<file path="config.mk">
export PLATFORM = sky130hd
export DESIGN_NAME = id_buf_stage
export DESIGN_NICKNAME = d
export VERILOG_FILES = /design/src/rtl/id_buf_stage_pkg.sv /design/src/rtl/id_decode_comb.sv /design/src/rtl/id_buf_stage.sv
export SDC_FILE = /design/constraint.sdc
export NUM_CORES = 1
export LEC_CHECK = 0
export BUFFER_PORTS_ARGS = -buffer_cell sky130_fd_sc_hd__buf_2
export CORE_AREA = 8 8 178 349
export DETAILED_ROUTE_END_ITERATION = 7
export DIE_AREA = 0 0 186 357
export REMOVE_ABC_BUFFERS = 1
export SLEW_MARGIN = 20
export SYNTH_ARGS = -nofsm -noshare
export SYNTH_HDL_FRONTEND = slang
export SYNTH_HIERARCHICAL = 1
export SYNTH_SLANG_ARGS = --single-unit
export TNS_END_PERCENT = 1
</file>
<file path="constraint.sdc">
create_clock -name clk -period 27.7 [get_ports clk]
set_input_delay 5.54 -clock clk [delete_from_list [all_inputs] [get_ports clk]]
set_output_delay 5.54 -clock clk [all_outputs]
set_load 0.01 [all_outputs]
</file>
<file path="src/rtl/id_buf_stage_pkg.sv">
// Shared decode constants, FSM state encoding and EX bundle type for the
// id_buf_stage decode slice.
package id_buf_stage_pkg;

    localparam int INST_W     = 32;
    localparam int REG_ADDR_W = 5;

    localparam logic [INST_W-1:0]     ZERO_WORD = '0;
    localparam logic [REG_ADDR_W-1:0] ZERO_REG  = '0;

    localparam logic [6:0] OP_LOAD   = 7'b0000011;
    localparam logic [6:0] OP_FENCE  = 7'b0001111;
    localparam logic [6:0] OP_IMM    = 7'b0010011;
    localparam logic [6:0] OP_AUIPC  = 7'b0010111;
    localparam logic [6:0] OP_STORE  = 7'b0100011;
    localparam logic [6:0] OP_REG    = 7'b0110011;
    localparam logic [6:0] OP_LUI    = 7'b0110111;
    localparam logic [6:0] OP_BRANCH = 7'b1100011;
    localparam logic [6:0] OP_JALR   = 7'b1100111;
    localparam logic [6:0] OP_JAL    = 7'b1101111;

    localparam logic [2:0] F3_ADD   = 3'b000;
    localparam logic [2:0] F3_SLL   = 3'b001;
    localparam logic [2:0] F3_SW    = 3'b010;
    localparam logic [2:0] F3_SR    = 3'b101;
    localparam logic [2:0] F3_JALR  = 3'b000;
    localparam logic [2:0] F3_FENCE = 3'b000;

    localparam logic [6:0] F7_BASE   = 7'h00;
    localparam logic [6:0] F7_ALT    = 7'h20;
    localparam logic [6:0] F7_MULDIV = 7'h01;

    typedef enum logic {
        ST_RUN        = 1'b0,
        ST_FENCE_WAIT = 1'b1
    } fsm_state_e;

    typedef struct packed {
        logic [31:0]           op1;
        logic [31:0]           op2;
        logic [31:0]           op1_jump;
        logic [31:0]           op2_jump;
        logic [31:0]           reg1_rdata;
        logic [31:0]           reg2_rdata;
        logic                  reg_we;
        logic [REG_ADDR_W-1:0] reg_waddr;
        logic                  illegal;
    } id_bundle_t;

endpackage

</file>
<file path="src/rtl/id_decode_comb.sv">
// Purely combinational RV32I decode of one instruction into an EX bundle.
// Macro ID_RV32M_EN adds the RV32M funct7=0x01 group; otherwise it is illegal.
module id_decode_comb
    import id_buf_stage_pkg::*;
#(
    parameter int ADDR_W = 32
) (
    input  logic [INST_W-1:0]     inst_i,
    input  logic [ADDR_W-1:0]     addr_i,
    input  logic [31:0]           reg1_rdata_i,
    input  logic [31:0]           reg2_rdata_i,
    output logic [REG_ADDR_W-1:0] reg1_raddr_o,
    output logic [REG_ADDR_W-1:0] reg2_raddr_o,
    output logic                  is_fence_o,
    output id_bundle_t            bundle_o
);

    logic [6:0]            opcode;
    logic [6:0]            funct7;
    logic [2:0]            funct3;
    logic [REG_ADDR_W-1:0] rd, rs1, rs2;
    logic [31:0]           pc, imm_i, imm_s, imm_b, imm_j, imm_u;
    logic                  legal, use_rs1, use_rs2, writes_rd;

    assign opcode = inst_i[6:0];
    assign rd     = inst_i[11:7];
    assign funct3 = inst_i[14:12];
    assign rs1    = inst_i[19:15];
    assign rs2    = inst_i[24:20];
    assign funct7 = inst_i[31:25];

    assign pc    = 32'(addr_i);
    assign imm_i = {{20{inst_i[31]}}, inst_i[31:20]};
    assign imm_s = {{20{inst_i[31]}}, inst_i[31:25], inst_i[11:7]};
    assign imm_b = {{19{inst_i[31]}}, inst_i[31], inst_i[7], inst_i[30:25], inst_i[11:8], 1'b0};
    assign imm_j = {{11{inst_i[31]}}, inst_i[31], inst_i[19:12], inst_i[20], inst_i[30:21], 1'b0};
    assign imm_u = {inst_i[31:12], 12'b0};

    // Legality and port usage depend only on the instruction word, which keeps
    // the read-address path free of any loop through the regfile data.
    // NOTE: every signal gets a default before the case so no latch is inferred.
    always_comb begin
        legal      = 1'b0;
        use_rs1    = 1'b0;
        use_rs2    = 1'b0;
        writes_rd  = 1'b0;
        is_fence_o = 1'b0;
        case (opcode)
            OP_IMM: begin
                use_rs1   = 1'b1;
                writes_rd = 1'b1;
                if (funct3 == F3_SLL)     legal = (funct7 == F7_BASE);
                else if (funct3 == F3_SR) legal = (funct7 == F7_BASE) || (funct7 == F7_ALT);
                else                      legal = 1'b1;
            end
            OP_LOAD: begin
                use_rs1   = 1'b1;
                writes_rd = 1'b1;
                legal     = (funct3 != 3'b011) && (funct3[2:1] != 2'b11);
            end
            OP_REG: begin
                use_rs1   = 1'b1;
                use_rs2   = 1'b1;
                writes_rd = 1'b1;
                case (funct7)
                    F7_BASE:   legal = 1'b1;
                    F7_ALT:    legal = (funct3 == F3_ADD) || (funct3 == F3_SR);
`ifdef ID_RV32M_EN
                    F7_MULDIV: legal = 1'b1;
`endif
                    default:   legal = 1'b0;
                endcase
            end
            OP_STORE: begin
                use_rs1 = 1'b1;
                use_rs2 = 1'b1;
                legal   = (funct3 <= F3_SW);
            end
            OP_BRANCH: begin
                use_rs1 = 1'b1;
                use_rs2 = 1'b1;
                legal   = (funct3[2:1] != 2'b01);
            end
            OP_JAL: begin
                writes_rd = 1'b1;
                legal     = 1'b1;
            end
            OP_JALR: begin
                use_rs1   = 1'b1;
                writes_rd = 1'b1;
                legal     = (funct3 == F3_JALR);
            end
            OP_LUI, OP_AUIPC: begin
                writes_rd = 1'b1;
                legal     = 1'b1;
            end
            OP_FENCE: begin
                legal      = (funct3 == F3_FENCE);
                is_fence_o = legal;
            end
            default: ;
        endcase
        if (!legal) begin
            use_rs1   = 1'b0;
            use_rs2   = 1'b0;
            writes_rd = 1'b0;
        end
    end

    assign reg1_raddr_o = use_rs1 ? rs1 : ZERO_REG;
    assign reg2_raddr_o = use_rs2 ? rs2 : ZERO_REG;

    always_comb begin
        bundle_o = '0;
        case (opcode)
            OP_IMM, OP_LOAD: begin
                bundle_o.op1 = reg1_rdata_i;
                bundle_o.op2 = imm_i;
            end
            OP_REG: begin
                bundle_o.op1 = reg1_rdata_i;
                bundle_o.op2 = reg2_rdata_i;
`ifdef ID_RV32M_EN
                // DIV/DIVU/REM/REMU carry pc+4 as the restart vector for multi-cycle EX.
                if (funct7 == F7_MULDIV && funct3[2]) begin
                    bundle_o.op1_jump = pc;
                    bundle_o.op2_jump = 32'd4;
                end
`endif
            end
            OP_STORE: begin
                bundle_o.op1 = reg1_rdata_i;
                bundle_o.op2 = imm_s;
            end
            OP_BRANCH: begin
                bundle_o.op1      = reg1_rdata_i;
                bundle_o.op2      = reg2_rdata_i;
                bundle_o.op1_jump = pc;
                bundle_o.op2_jump = imm_b;
            end
            OP_JAL: begin
                bundle_o.op1      = pc;
                bundle_o.op2      = 32'd4;
                bundle_o.op1_jump = pc;
                bundle_o.op2_jump = imm_j;
            end
            OP_JALR: begin
                bundle_o.op1      = pc;
                bundle_o.op2      = 32'd4;
                bundle_o.op1_jump = reg1_rdata_i;
                bundle_o.op2_jump = imm_i;
            end
            OP_LUI:   bundle_o.op1 = imm_u;
            OP_AUIPC: begin
                bundle_o.op1 = pc;
                bundle_o.op2 = imm_u;
            end
            OP_FENCE: begin
                bundle_o.op1_jump = pc;
                bundle_o.op2_jump = 32'd4;
            end
            default: ;
        endcase
        bundle_o.reg1_rdata = use_rs1 ? reg1_rdata_i : ZERO_WORD;
        bundle_o.reg2_rdata = use_rs2 ? reg2_rdata_i : ZERO_WORD;
        bundle_o.reg_we     = writes_rd && (rd != ZERO_REG);
        bundle_o.reg_waddr  = writes_rd ? rd : ZERO_REG;
        if (!legal) begin
            bundle_o         = '0;
            bundle_o.illegal = 1'b1;
        end
    end

endmodule

</file>
<file path="src/rtl/id_buf_stage.sv">
// Buffered decode stage: DEPTH-entry fetch FIFO, FENCE serialisation FSM and a
// registered EX-side bundle. RV32M decode is enabled by defining ID_RV32M_EN.
module id_buf_stage
    import id_buf_stage_pkg::*;
#(
    parameter int DEPTH  = 4,
    parameter int ADDR_W = 32
) (
    input  logic                    clk,
    input  logic                    rst,
    input  logic                    flush_i,
    input  logic                    if_valid_i,
    output logic                    if_ready_o,
    input  logic [INST_W-1:0]       if_inst_i,
    input  logic [ADDR_W-1:0]       if_addr_i,
    output logic [REG_ADDR_W-1:0]   reg1_raddr_o,
    output logic [REG_ADDR_W-1:0]   reg2_raddr_o,
    input  logic [31:0]             reg1_rdata_i,
    input  logic [31:0]             reg2_rdata_i,
    output logic                    ex_valid_o,
    input  logic                    ex_ready_i,
    input  logic                    ex_idle_i,
    output logic [INST_W-1:0]       ex_inst_o,
    output logic [ADDR_W-1:0]       ex_inst_addr_o,
    output logic [31:0]             ex_op1_o,
    output logic [31:0]             ex_op2_o,
    output logic [31:0]             ex_op1_jump_o,
    output logic [31:0]             ex_op2_jump_o,
    output logic [31:0]             ex_reg1_rdata_o,
    output logic [31:0]             ex_reg2_rdata_o,
    output logic                    ex_reg_we_o,
    output logic [REG_ADDR_W-1:0]   ex_reg_waddr_o,
    output logic                    ex_illegal_o,
    output logic [$clog2(DEPTH):0]  count_o
);

    localparam int IDX_W = $clog2(DEPTH);
    localparam int PTR_W = IDX_W + 1;

    logic [INST_W-1:0] inst_mem_q [DEPTH];
    logic [ADDR_W-1:0] addr_mem_q [DEPTH];
    logic [PTR_W-1:0]  wr_ptr_q, wr_ptr_d, rd_ptr_q, rd_ptr_d;
    fsm_state_e        state_q, state_d;
    logic              ex_valid_q, ex_valid_d;
    logic [INST_W-1:0] ex_inst_q, ex_inst_d;
    logic [ADDR_W-1:0] ex_addr_q, ex_addr_d;
    id_bundle_t        ex_bundle_q, ex_bundle_d, dec_bundle;

    logic              empty, full, push, launch, fsm_allow, fence_ok, head_is_fence;
    logic [INST_W-1:0] head_inst;
    logic [ADDR_W-1:0] head_addr;

    assign empty      = (wr_ptr_q == rd_ptr_q);
    assign full       = (wr_ptr_q[IDX_W-1:0] == rd_ptr_q[IDX_W-1:0]) &&
                        (wr_ptr_q[IDX_W] != rd_ptr_q[IDX_W]);
    assign if_ready_o = !full && !flush_i;
    assign push       = if_valid_i && if_ready_o;
    assign count_o    = wr_ptr_q - rd_ptr_q;

    // An empty FIFO presents an all-zero word so the read ports idle at x0.
    assign head_inst = empty ? ZERO_WORD : inst_mem_q[rd_ptr_q[IDX_W-1:0]];
    assign head_addr = empty ? '0 : addr_mem_q[rd_ptr_q[IDX_W-1:0]];

    id_decode_comb #(.ADDR_W(ADDR_W)) u_decode (
        .inst_i       (head_inst),
        .addr_i       (head_addr),
        .reg1_rdata_i (reg1_rdata_i),
        .reg2_rdata_i (reg2_rdata_i),
        .reg1_raddr_o (reg1_raddr_o),
        .reg2_raddr_o (reg2_raddr_o),
        .is_fence_o   (head_is_fence),
        .bundle_o     (dec_bundle)
    );

    assign fence_ok = ex_idle_i && !ex_valid_q;

    always_comb begin
        state_d   = state_q;
        fsm_allow = 1'b0;
        case (state_q)
            ST_RUN: begin
                if (head_is_fence && !fence_ok) state_d = ST_FENCE_WAIT;
                else                            fsm_allow = 1'b1;
            end
            ST_FENCE_WAIT: begin
                if (fence_ok && !empty) begin
                    fsm_allow = 1'b1;
                    state_d   = ST_RUN;
                end
            end
            default: state_d = ST_RUN;
        endcase
        if (flush_i) state_d = ST_RUN;
    end

    assign launch = !empty && (!ex_valid_q || ex_ready_i) && fsm_allow && !flush_i;

    always_comb begin
        wr_ptr_d    = wr_ptr_q + PTR_W'(push);
        rd_ptr_d    = rd_ptr_q + PTR_W'(launch);
        ex_valid_d  = ex_valid_q;
        ex_inst_d   = ex_inst_q;
        ex_addr_d   = ex_addr_q;
        ex_bundle_d = ex_bundle_q;
        if (flush_i) begin
            wr_ptr_d    = '0;
            rd_ptr_d    = '0;
            ex_valid_d  = 1'b0;
            ex_inst_d   = ZERO_WORD;
            ex_addr_d   = '0;
            ex_bundle_d = '0;
        end else if (launch) begin
            ex_valid_d  = 1'b1;
            ex_inst_d   = head_inst;
            ex_addr_d   = head_addr;
            ex_bundle_d = dec_bundle;
        end else if (ex_ready_i) begin
            ex_valid_d  = 1'b0;
        end
    end

    // NOTE: sequential state uses non-blocking assignments so every flop samples pre-edge values.
    always_ff @(posedge clk or posedge rst) begin
        if (rst) begin
            wr_ptr_q    <= '0;
            rd_ptr_q    <= '0;
            state_q     <= ST_RUN;
            ex_valid_q  <= 1'b0;
            ex_inst_q   <= ZERO_WORD;
            ex_addr_q   <= '0;
            ex_bundle_q <= '0;
        end else begin
            wr_ptr_q    <= wr_ptr_d;
            rd_ptr_q    <= rd_ptr_d;
            state_q     <= state_d;
            ex_valid_q  <= ex_valid_d;
            ex_inst_q   <= ex_inst_d;
            ex_addr_q   <= ex_addr_d;
            ex_bundle_q <= ex_bundle_d;
        end
    end

    // NOTE: FIFO storage is not reset; an entry is only read after it has been written.
    always_ff @(posedge clk) begin
        if (push) begin
            inst_mem_q[wr_ptr_q[IDX_W-1:0]] <= if_inst_i;
            addr_mem_q[wr_ptr_q[IDX_W-1:0]] <= if_addr_i;
        end
    end

    assign ex_valid_o      = ex_valid_q;
    assign ex_inst_o       = ex_inst_q;
    assign ex_inst_addr_o  = ex_addr_q;
    assign ex_op1_o        = ex_bundle_q.op1;
    assign ex_op2_o        = ex_bundle_q.op2;
    assign ex_op1_jump_o   = ex_bundle_q.op1_jump;
    assign ex_op2_jump_o   = ex_bundle_q.op2_jump;
    assign ex_reg1_rdata_o = ex_bundle_q.reg1_rdata;
    assign ex_reg2_rdata_o = ex_bundle_q.reg2_rdata;
    assign ex_reg_we_o     = ex_bundle_q.reg_we;
    assign ex_reg_waddr_o  = ex_bundle_q.reg_waddr;
    assign ex_illegal_o    = ex_bundle_q.illegal;

endmodule

</file>
==> results.yml, run 1 <==
synthesis:
  netlist_top_cells_area: "edfxtp_1, dfrtp_1, mux2i_1"
  synth_xor_area_share_pct: 0.245
  syn_area_sq_um: 25000
  netlist_top_cells_count: "nand2_1, dfrtp_1, mux2i_1"
  synthArstFlopShare_pct: 51.4
  postSynthCellCount: 2173
  ys_seq_elements: 527
  synth_area_per_cell_sq_um: 11.5
  ys.warnings.count: 6
  yosysTopAreaCell: "edfxtp_1"
  synthMuxAreaShare_pct: 16.3
  synth-simple-area-share_pct: 14.2
  synth-adder-area-share_pct: 0.380
  ys_types: 58
  synth-seq-area-share_pct: 57.8
  synth-edff-count: 256
  yosysMostFrequentCell: "nand2_1"
  synth_compound_area_share_pct: 6.81
  synth_top_family_by_area: "multiplexers"
  synth_top_area_share_pct: 30.7
  synthFlopType: "dfrtp_1"
placement:
  place.port_buffers: 411
  gp_congestion: 0.839
  pre_cts_slack_ns: 16.12
  dp_cells: 3195
  dp_hpwl_mm: 52.9
cells_and_area:
  fillers: 5244
  layout.cells.non_filler: 3291
  nets: 2624
  drive_above_1_share_pct: 25.3
  syn_to_final_growth_pct: 16.6
  fin_util_pct: 50.7
sta:
  final.setup.tns_ns: 0
  rsz0062_at_grt: "no"
  min_period_over_period_pct: 42.2
  finClkSkew_ns: 0.0166
  fmax_mhz: 85.5
  slew_headroom_pct: 20.3
  setup_violations: 0
  slew_violations: 0
  final_hold_viol_count: 0
  tightestPinTransition_ns: 1.19
  min_period_ns: 11.70
  hold_ws_ns: 0.520
  layout_setup_ws_ns: 16.00
drt:
  drt_wl_total_mm: 80.1
  vias: 18368
  ant_nets: 0
  drtIter0Drc: 1768
  viasPerCell: 5.58
  wl_per_cell_um: 24.3
  drcViolationCount: 0
  firstDrtPassIters: 8
worst_setup_path:
  crit_family: "simple AND/OR/NAND/NOR gates"
  worstPathCellList: "inv_1, ha_1, nand2_1, nor2_4, buf_4, buf_4, nor2b_1, and3b_4, nand4_1, nor3_1, nor3_4, buf_4, buf_4, a21oi_1, buf_2"
  cpMostUsedCell: "buf_4"
  cp_data_arrival_time_ns: 6.16
  critPathLaunch: "rd_ptr_q[1]"
  rr_startpoint: "rd_ptr_q[1]"
  crit_buf_inv: 6
  endpoint_kind: "output port"
  critPathLaunchType: "flop"
  max_stage_delay_ns: 0.85
  cp.required_ns: 22.16
  worstSetupPathType: "reg -> out"
  critPathMaxFanout: 53
  critPathSlowestCell: "dfrtp_4"
clock_network:
  clk_latency_ns: 0.59
  clock-sinks: 527
  cts_buffers: 48
  cts_root_buf: "clkbuf_16"
  post_cts_buffers: 0
  cts_tree: "done"
  cts_hold_buf: 0
  post_cts_resized: 0
  clk_path_buf_depth: 3
  htree_levels: 2
  clk_pin_slew_ns: 0.06
power:
  comb_power_share_pct: 20.5
  p_int_mw: 1.39
  p_sw_mw: 0.583
  swShare_pct: 29.6
  p_seq_share_pct: 44.1
  p_clk_share_pct: 35.4
  leakagePower_nw: 11.8
  power.density_nw_per_um2: 67.5
  ir_drop_mv: 0.0574
global_route:
  grt_overflow: 0
  grt_pass1_wl_mm: 118
  grt_max_degree: 133
  grt_antenna_before_repair: 17
  grt_pass1_vias: 18333
  track_usage_pct: 23.6
hold_path:
  hp-start: "ex_op1_o[5]"
  hold_class: "reg -> reg"
job:
  maxCapViolations: 0
floorplanning:
  die_x_um: 186
  initial_utilization_pct: 43.5
  core-area_sq_um: 57600
  rows: 125
  die_area_sq_um: 66400
  die_h_um: 357
  ioPinCount: 412
run_status:
  status: "completed"
cells in the final DEF, fill, tap and decap left out, types with 3 or more instances in the layout:
cell type	netlist	layout
a211oi_2	10	9
a21oi_1	120	117
a222oi_1	24	24
a22o_1	20	20
a22oi_1	54	54
buf_2	29	411
buf_4	24	40
bufinv_16	0	4
clkbuf_1	113	5
clkbuf_16	0	50
clkbuf_8	0	8
clkinv_2	0	10
clkinv_4	0	4
dfrtp_1	271	269
diode_2	0	10
edfxtp_1	256	256
ha_1	6	6
inv_1	13	12
inv_8	0	3
mux2i_1	264	264
mux4_2	64	64
nand2_1	583	583
nand2b_1	4	4
nand3_1	41	41
nor2_1	113	110
nor2_4	0	3
nor2b_1	70	69
nor3_1	18	12
nor3_2	1	6
o211ai_1	3	3
or3_1	4	4
xnor2_1	6	6
logic make-up (layout without fill, tap and decap cells):
logic type,Yosys count,in the layout
adders and majority gates,7,7
buffers and inverters,207,553
xor gates and xnor gates,7,7
and+or+nand+nor,850,850
AOI/OAI and AO/OA,247,247
other,0,10
DFF,527,527
muxes,328,328
flip-flops by register name, summed over array words and instances (netlist names):
| register | flops |
|---|---|
| ex_reg2_rdata_o | 32 |
| ex_inst_o | 32 |
| ex_op2_jump_o | 32 |
| ex_op1_jump_o | 32 |
| ex_op2_o | 32 |
| ex_op1_o | 32 |
| ex_reg1_rdata_o | 32 |
| ex_illegal_o | 1 |
| inst_mem_q | 128 |
| ex_reg_waddr_o | 5 |
| ex_inst_addr_o | 32 |
| addr_mem_q | 128 |
| wr_ptr_q | 3 |
| ex_valid_o | 1 |
| state_q | 1 |
| ex_reg_we_o | 1 |
| rd_ptr_q | 3 |
tightest hold or removal path, delay by kind of cell (launching register included):
family / cells / cell delay (ns)
AND/OR/NAND/NOR: 1 / 0.06
multiplexers: 1 / 0.05
flip-flops: 1 / 0.37
power by group through the flow:
stage               Clock, mW  Sequential, mW  Combinational, mW
finish                  0.698           0.869              0.403
global route            0.737           0.872              0.429
global placement            0           0.885              0.402
CTS                     0.714           0.869              0.407
floorplan                   0           0.897              0.288
detailed placement          0           0.884              0.405
metal layers:
metal | GRT usage [%] | routed length [um] | vias up
met2 | 36.3 | 35800 | 902
met4 | 6.93 | 2200 | 14
met3 | 6.08 | 8180 | 125
met1 | 32.4 | 33800 | 9047
met5 | 0 | 82 | -
li1 | - | - | 8280
worst paths after layout:
path	slack [ns]	cells after the start	endpoint
worst max-delay path	16.00	15	reg1_raddr_o[1]
worst min-delay path	0.52	2	ex_op1_o[5]
worst max register to register	21.24	15	ex_inst_addr_o[6]
worst min register to register	0.52	2	ex_op1_o[5]
max in group asynchronous	21.22	3	ex_inst_o[6]
min in group asynchronous	5.03	2	ex_reg1_rdata_o[17]
stage by stage:
step / instance area (sq um) / power, mW
floorplan: 24000 / 1.19
global route: 29200 / 2.04
finish: 29200 / 1.97
global placement: 27500 / 1.29
CTS: 29200 / 1.99
detailed placement: 27600 / 1.29
cell type report:
type                       count  area [sq um]  area share (%)
timing repair buffer         453          2400            8.21
antenna                       10          25.0          0.0857
sequential                   527         14500            49.6
clock inverter                23           243           0.831
clock buffer                  63          1380            4.73
multi-input combinational   1439          9660            33.1
inverter                      14          67.6           0.231
tap                          762           953            3.26
No activity file was read; power rests on OpenSTA's default activity.
==> run 2, diff against run 1 <==
Clock period 27.7 ns to 11.54 ns, I/O delays scaled along.
==> results.yml, run 2 (synthesis gave the netlist of run 1 again) <==
run_status:
  status: "completed"
worst_setup_path:
  cp_data_arrival_time_ns: 5.74
  cp.required_ns: 9.23
  critPathLaunch: "rd_ptr_q[1]"
  endpoint_kind: "output port"
  critPathMaxFanout: 60
  critPathLaunchType: "flop"
  rr_startpoint: "rd_ptr_q[1]"
  worstSetupPathType: "reg -> out"
cells_and_area:
  drive_above_1_share_pct: 25.0
  syn_to_final_growth_pct: 16.8
  mostFrequentLayoutCells: "nand2_1, buf_2, dfrtp_1, mux2i_1, edfxtp_1"
  nets: 2621
  multi_input_area_sq_um: 9670
  seq_area_sq_um: 14500
  layout_commonest_cell: "nand2_1"
  final_area_sq_um: 29300
  fillers: 5339
clock_network:
  post_cts_buffers: 0
  cts_root_buf: "clkbuf_16"
  cts_hold_buf: 0
  clk_path_buf_depth: 3
  cts_tree: "done"
  post_cts_resized: 0
  clk_pin_slew_ns: 0.07
  htree_levels: 2
  cts_buffers: 47
  clk_latency_ns: 0.60
  clock-sinks: 527
sta:
  tightestPinTransition_ns: 1.16
  slew_violations: 0
  min_period_ns: 8.04
  min_period_over_period_pct: 69.7
  final_hold_viol_count: 0
  rsz0062_at_grt: "no"
  fmax_mhz: 124
  slew_headroom_pct: 22.8
  finClkSkew_ns: 0.0375
  setup_violations: 0
placement:
  gp_congestion: 0.829
  place.port_buffers: 411
  dpl_cell_area_sq_um: 27500
  dp_hpwl_mm: 53.6
drt:
  vias: 18289
  wl_per_cell_um: 24.1
  drtIter0Drc: 1751
  drt_wl_total_mm: 79.3
  firstDrtPassIters: 6
  drcViolationCount: 0
  ant_nets: 0
  viasPerCell: 5.56
power:
  p_clk_share_pct: 36.5
  ir_drop_mv: 0.110
  leakagePower_nw: 11.8
  p_sw_mw: 1.39
  power.density_nw_per_um2: 164
  swShare_pct: 29.0
  p_seq_share_pct: 43.8
  power_mw: 4.79
  comb_power_share_pct: 19.7
  p_int_mw: 3.40
global_route:
  use_met2_pct: 37.0
  met1_usage_pct: 31.4
  grt_max_degree: 231
  track_usage_pct: 23.3
  grt_pass1_wl_mm: 117
  grt_pass1_vias: 18049
  grt_antenna_before_repair: 20
  busiest_layer: "met2"
  grtUsageMet3_pct: 6.31
  grt_overflow: 0
floorplanning:
  rows: 125
  die_h_um: 357
  initial_utilization_pct: 43.5
  die_x_um: 186
  ioPinCount: 412
  core-area_sq_um: 57600
  die_area_sq_um: 66400
job:
  maxCapViolations: 0
hold_path:
  hold_class: "reg -> reg"
  hp-start: "ex_op2_o[16]"
-- run 2: changes by cell type in the layout (fill, tap and decap cells not counted), moves of 2 or more --
cell        before  now
clkbuf_1         5    9
clkinvlp_2       0    2
clkbuf_8         8    4
bufinv_16        4    9
clkinv_2        10    1
clkinv_1         1    4
clkinvlp_4       1    4
-- run 2: power by group through the flow --
stage | clock (mW) | sequential (mW) | combinational [mW]
floorplan | 0 | 2.15 | 0.691
global placement | 0 | 2.14 | 0.948
detailed placement | 0 | 2.14 | 0.953
CTS | 1.79 | 2.10 | 0.955
global route | 1.84 | 2.11 | 1.01
finish | 1.75 | 2.10 | 0.945
-- run 2: final timing paths --
check / slack (ns) / end / cells past startpoint
setup / recovery: 3.50 / reg2_raddr_o[2] / 14
hold / removal: 0.52 / ex_op2_o[16] / 2
setup reg to reg: 5.38 / ex_inst_addr_o[11] / 14
hold reg to reg: 0.52 / ex_op2_o[16] / 2
max in group asynchronous: 7.60 / state_q / 4
min in group asynchronous: 1.80 / ex_inst_addr_o[4] / 2
-- run 2: per-stage QoR --
stage,cells,hold slack [ns],TNS (ns),utilization (%),setup slack [ns]
detailed placement,3193,0.511,0,47.8,4.05
floorplan,1980,0.536,-886.94,-,-3.37
global route,3283,0.535,0,50.8,3.06
global placement,3193,0.507,0,47.8,4.19
finish,3292,0.521,0,50.8,3.50
CTS,3281,0.523,0,50.8,3.42
-- run 2: critical path, stage by stage (launching register included) --
cell and delay, ns:
dfrtp_4 0.85, inv_1 0.10, ha_1 0.31, nand2_1 0.17
nor2_4 0.39, buf_4 0.38, buf_4 0.44, nor2b_1 0.22
nor4_1 0.42, nand3_1 0.14, nor3_1 0.70, nor3_4 0.07
buf_4 0.36, a21oi_1 0.33, buf_2 0.18
-- run 2: layout make-up --
type,instances,share of cell area [%]
Clock buffer,62,4.49
Tap cell,762,3.26
Clock inverter,26,1.33
Antenna cell,11,0.0941
Sequential cell,527,49.5
Multi-Input combinational cell,1439,33.0
Timing Repair Buffer,451,8.10
Inverter,14,0.231
-- run 2: metal layers --
metal / up-vias / share of wire [%]
li1: 8275 / -
met2: 846 / 46
met4: 20 / 2.0
met3: 121 / 10
met1: 9027 / 42
met5: - / 0.16
==> run 3, diff against run 2 <==
Clock period 11.54 ns to 8.35 ns, I/O delays scaled along.
==> results.yml, run 3 (synthesis gave the netlist of run 1 again) <==
run_status:
  status: "completed"
worst_setup_path:
  rr_startpoint: "rd_ptr_q[0]"
  critPathLaunchType: "flop"
  critPathLaunch: "rd_ptr_q[0]"
  cp.required_ns: 6.68
  cp_data_arrival_time_ns: 5.38
  critPathMaxFanout: 50
  endpoint_kind: "output port"
  worstSetupPathType: "reg -> out"
floorplanning:
  initial_utilization_pct: 43.5
  die_x_um: 186
  ioPinCount: 412
  rows: 125
  die_h_um: 357
  core-area_sq_um: 57600
  die_area_sq_um: 66400
cells_and_area:
  nets: 2631
  layout_commonest_cell: "nand2_1"
  mostFrequentLayoutCells: "nand2_1, buf_2, dfrtp_1, mux2i_1, edfxtp_1"
  syn_to_final_growth_pct: 17.4
  fin_util_pct: 51.1
  final_area_sq_um: 29400
  drive_above_1_share_pct: 25.5
drt:
  dr_wl_met3_mm: 7.83
  drcViolationCount: 0
  drtIter0Drc: 1621
  viasPerCell: 5.62
  wl_per_cell_um: 24.5
  maxUsedRoutingLayer: "met5"
  drt_wl_total_mm: 80.7
  route.met2.wl_mm: 37.1
  vias: 18544
  firstDrtPassIters: 7
  ant_nets: 0
  drt-met1-wl_mm: 34.1
sta:
  tightestPinTransition_ns: 1.20
  slew_headroom_pct: 19.7
  slew_violations: 0
  finClkSkew_ns: 0.0267
  min_period_over_period_pct: 84.5
  min_period_ns: 7.05
  final.setup.tns_ns: 0
  final_hold_viol_count: 0
  fmax_mhz: 142
  setup_violations: 0
  rsz0062_at_grt: "no"
job:
  maxCapViolations: 0
global_route:
  grt_pass1_vias: 18566
  grt_overflow: 0
  grt_antenna_before_repair: 17
  grt_pass1_wl_mm: 120
  track_usage_pct: 23.8
  grt_max_degree: 136
clock_network:
  post_cts_buffers: 0
  cts_hold_buf: 0
  clk_latency_ns: 0.58
  post_cts_resized: 0
  clk_pin_slew_ns: 0.07
  cts_buffers: 48
  cts_tree: "done"
  clock-sinks: 527
  cts_root_buf: "clkbuf_16"
  clk_path_buf_depth: 3
  htree_levels: 2
power:
  p_sw_mw: 1.94
  power.density_nw_per_um2: 228
  p_seq_share_pct: 43.1
  p_clk_share_pct: 36.9
  power_mw: 6.71
  comb_power_share_pct: 20.0
  p_int_mw: 4.77
  swShare_pct: 28.9
  ir_drop_mv: 0.165
  leakagePower_nw: 11.9
placement:
  dpl_cell_area_sq_um: 27600
  dp_hpwl_mm: 54.5
  gp_congestion: 0.858
  place.port_buffers: 411
hold_path:
  hp-start: "ex_op1_o[5]"
  hold_class: "reg -> reg"
## run 3: changes by cell type in the layout (fill, tap and decap cells not counted), sizes merged
| cell | previous run | this run |
|---|---|---|
| buf | 451 | 460 |
| clkinv | 9 | 14 |
| diode | 11 | 6 |
| clkbuf | 62 | 59 |
| clkinvlp | 6 | 4 |
| bufinv | 9 | 10 |
| inv | 16 | 17 |
## run 3: layout make-up
cell class	count	area, sq um
Antenna cell	6	15.0
Clock buffer	59	1340
Clock inverter	31	433
Fill cell	5260	28200
Inverter	14	67.6
Multi-Input combinational cell	1439	9670
Sequential cell	527	14500
Tap cell	762	953
Timing Repair Buffer	460	2450
## run 3: through the flow
stage,hold slack (ns),cells,setup WS (ns)
after floorplan,0.536,1980,-5.92
after detailed placement,0.511,3202,1.90
after global routing,0.543,3293,0.965
after global placement,0.506,3202,2.03
final,0.519,3298,1.30
after CTS,0.525,3292,1.27
## run 3: critical path, stage by stage (launching register included)
cell	delay, ns
dfrtp_4	0.71
ha_1	0.35
nand2_1	0.22
nor2_4	0.10
buf_4	0.30
nor2b_1	0.88
nand4_1	0.33
nor3_1	0.83
nor3_4	0.07
buf_4	0.24
buf_4	0.33
a21oi_1	0.23
buf_2	0.16
## run 3: path summary, 6_finish.rpt
| kind | endpoint | slack [ns] | depth (start not counted) |
|---|---|---|---|
| worst min register to register | ex_op1_o[5] | 0.52 | 2 |
| max in group asynchronous | ex_inst_addr_o[7] | 5.37 | 4 |
| worst min-delay path | ex_op1_o[5] | 0.52 | 2 |
| worst max-delay path | reg1_raddr_o[2] | 1.30 | 12 |
| worst max register to register | ex_op1_o[26] | 2.89 | 12 |
| min in group asynchronous | ex_inst_addr_o[16] | 1.22 | 2 |
## run 3: power groups by stage
stage	logic, mW	clock network, mW	registers [mW]
2_1_floorplan	0.955	0	2.98
3_3_place_gp	1.34	0	2.94
3_5_place_dp	1.35	0	2.94
4_1_cts	1.35	2.52	2.89
5_1_grt	1.42	2.61	2.90
6_report	1.34	2.47	2.89
## run 3: per-layer routing
layer | vias up | global-route usage [%]
li1 | 8299 | -
met1 | 9188 | 33.2
met5 | - | 0
met3 | 124 | 5.48
met4 | 16 | 5.44
met2 | 917 | 37.4
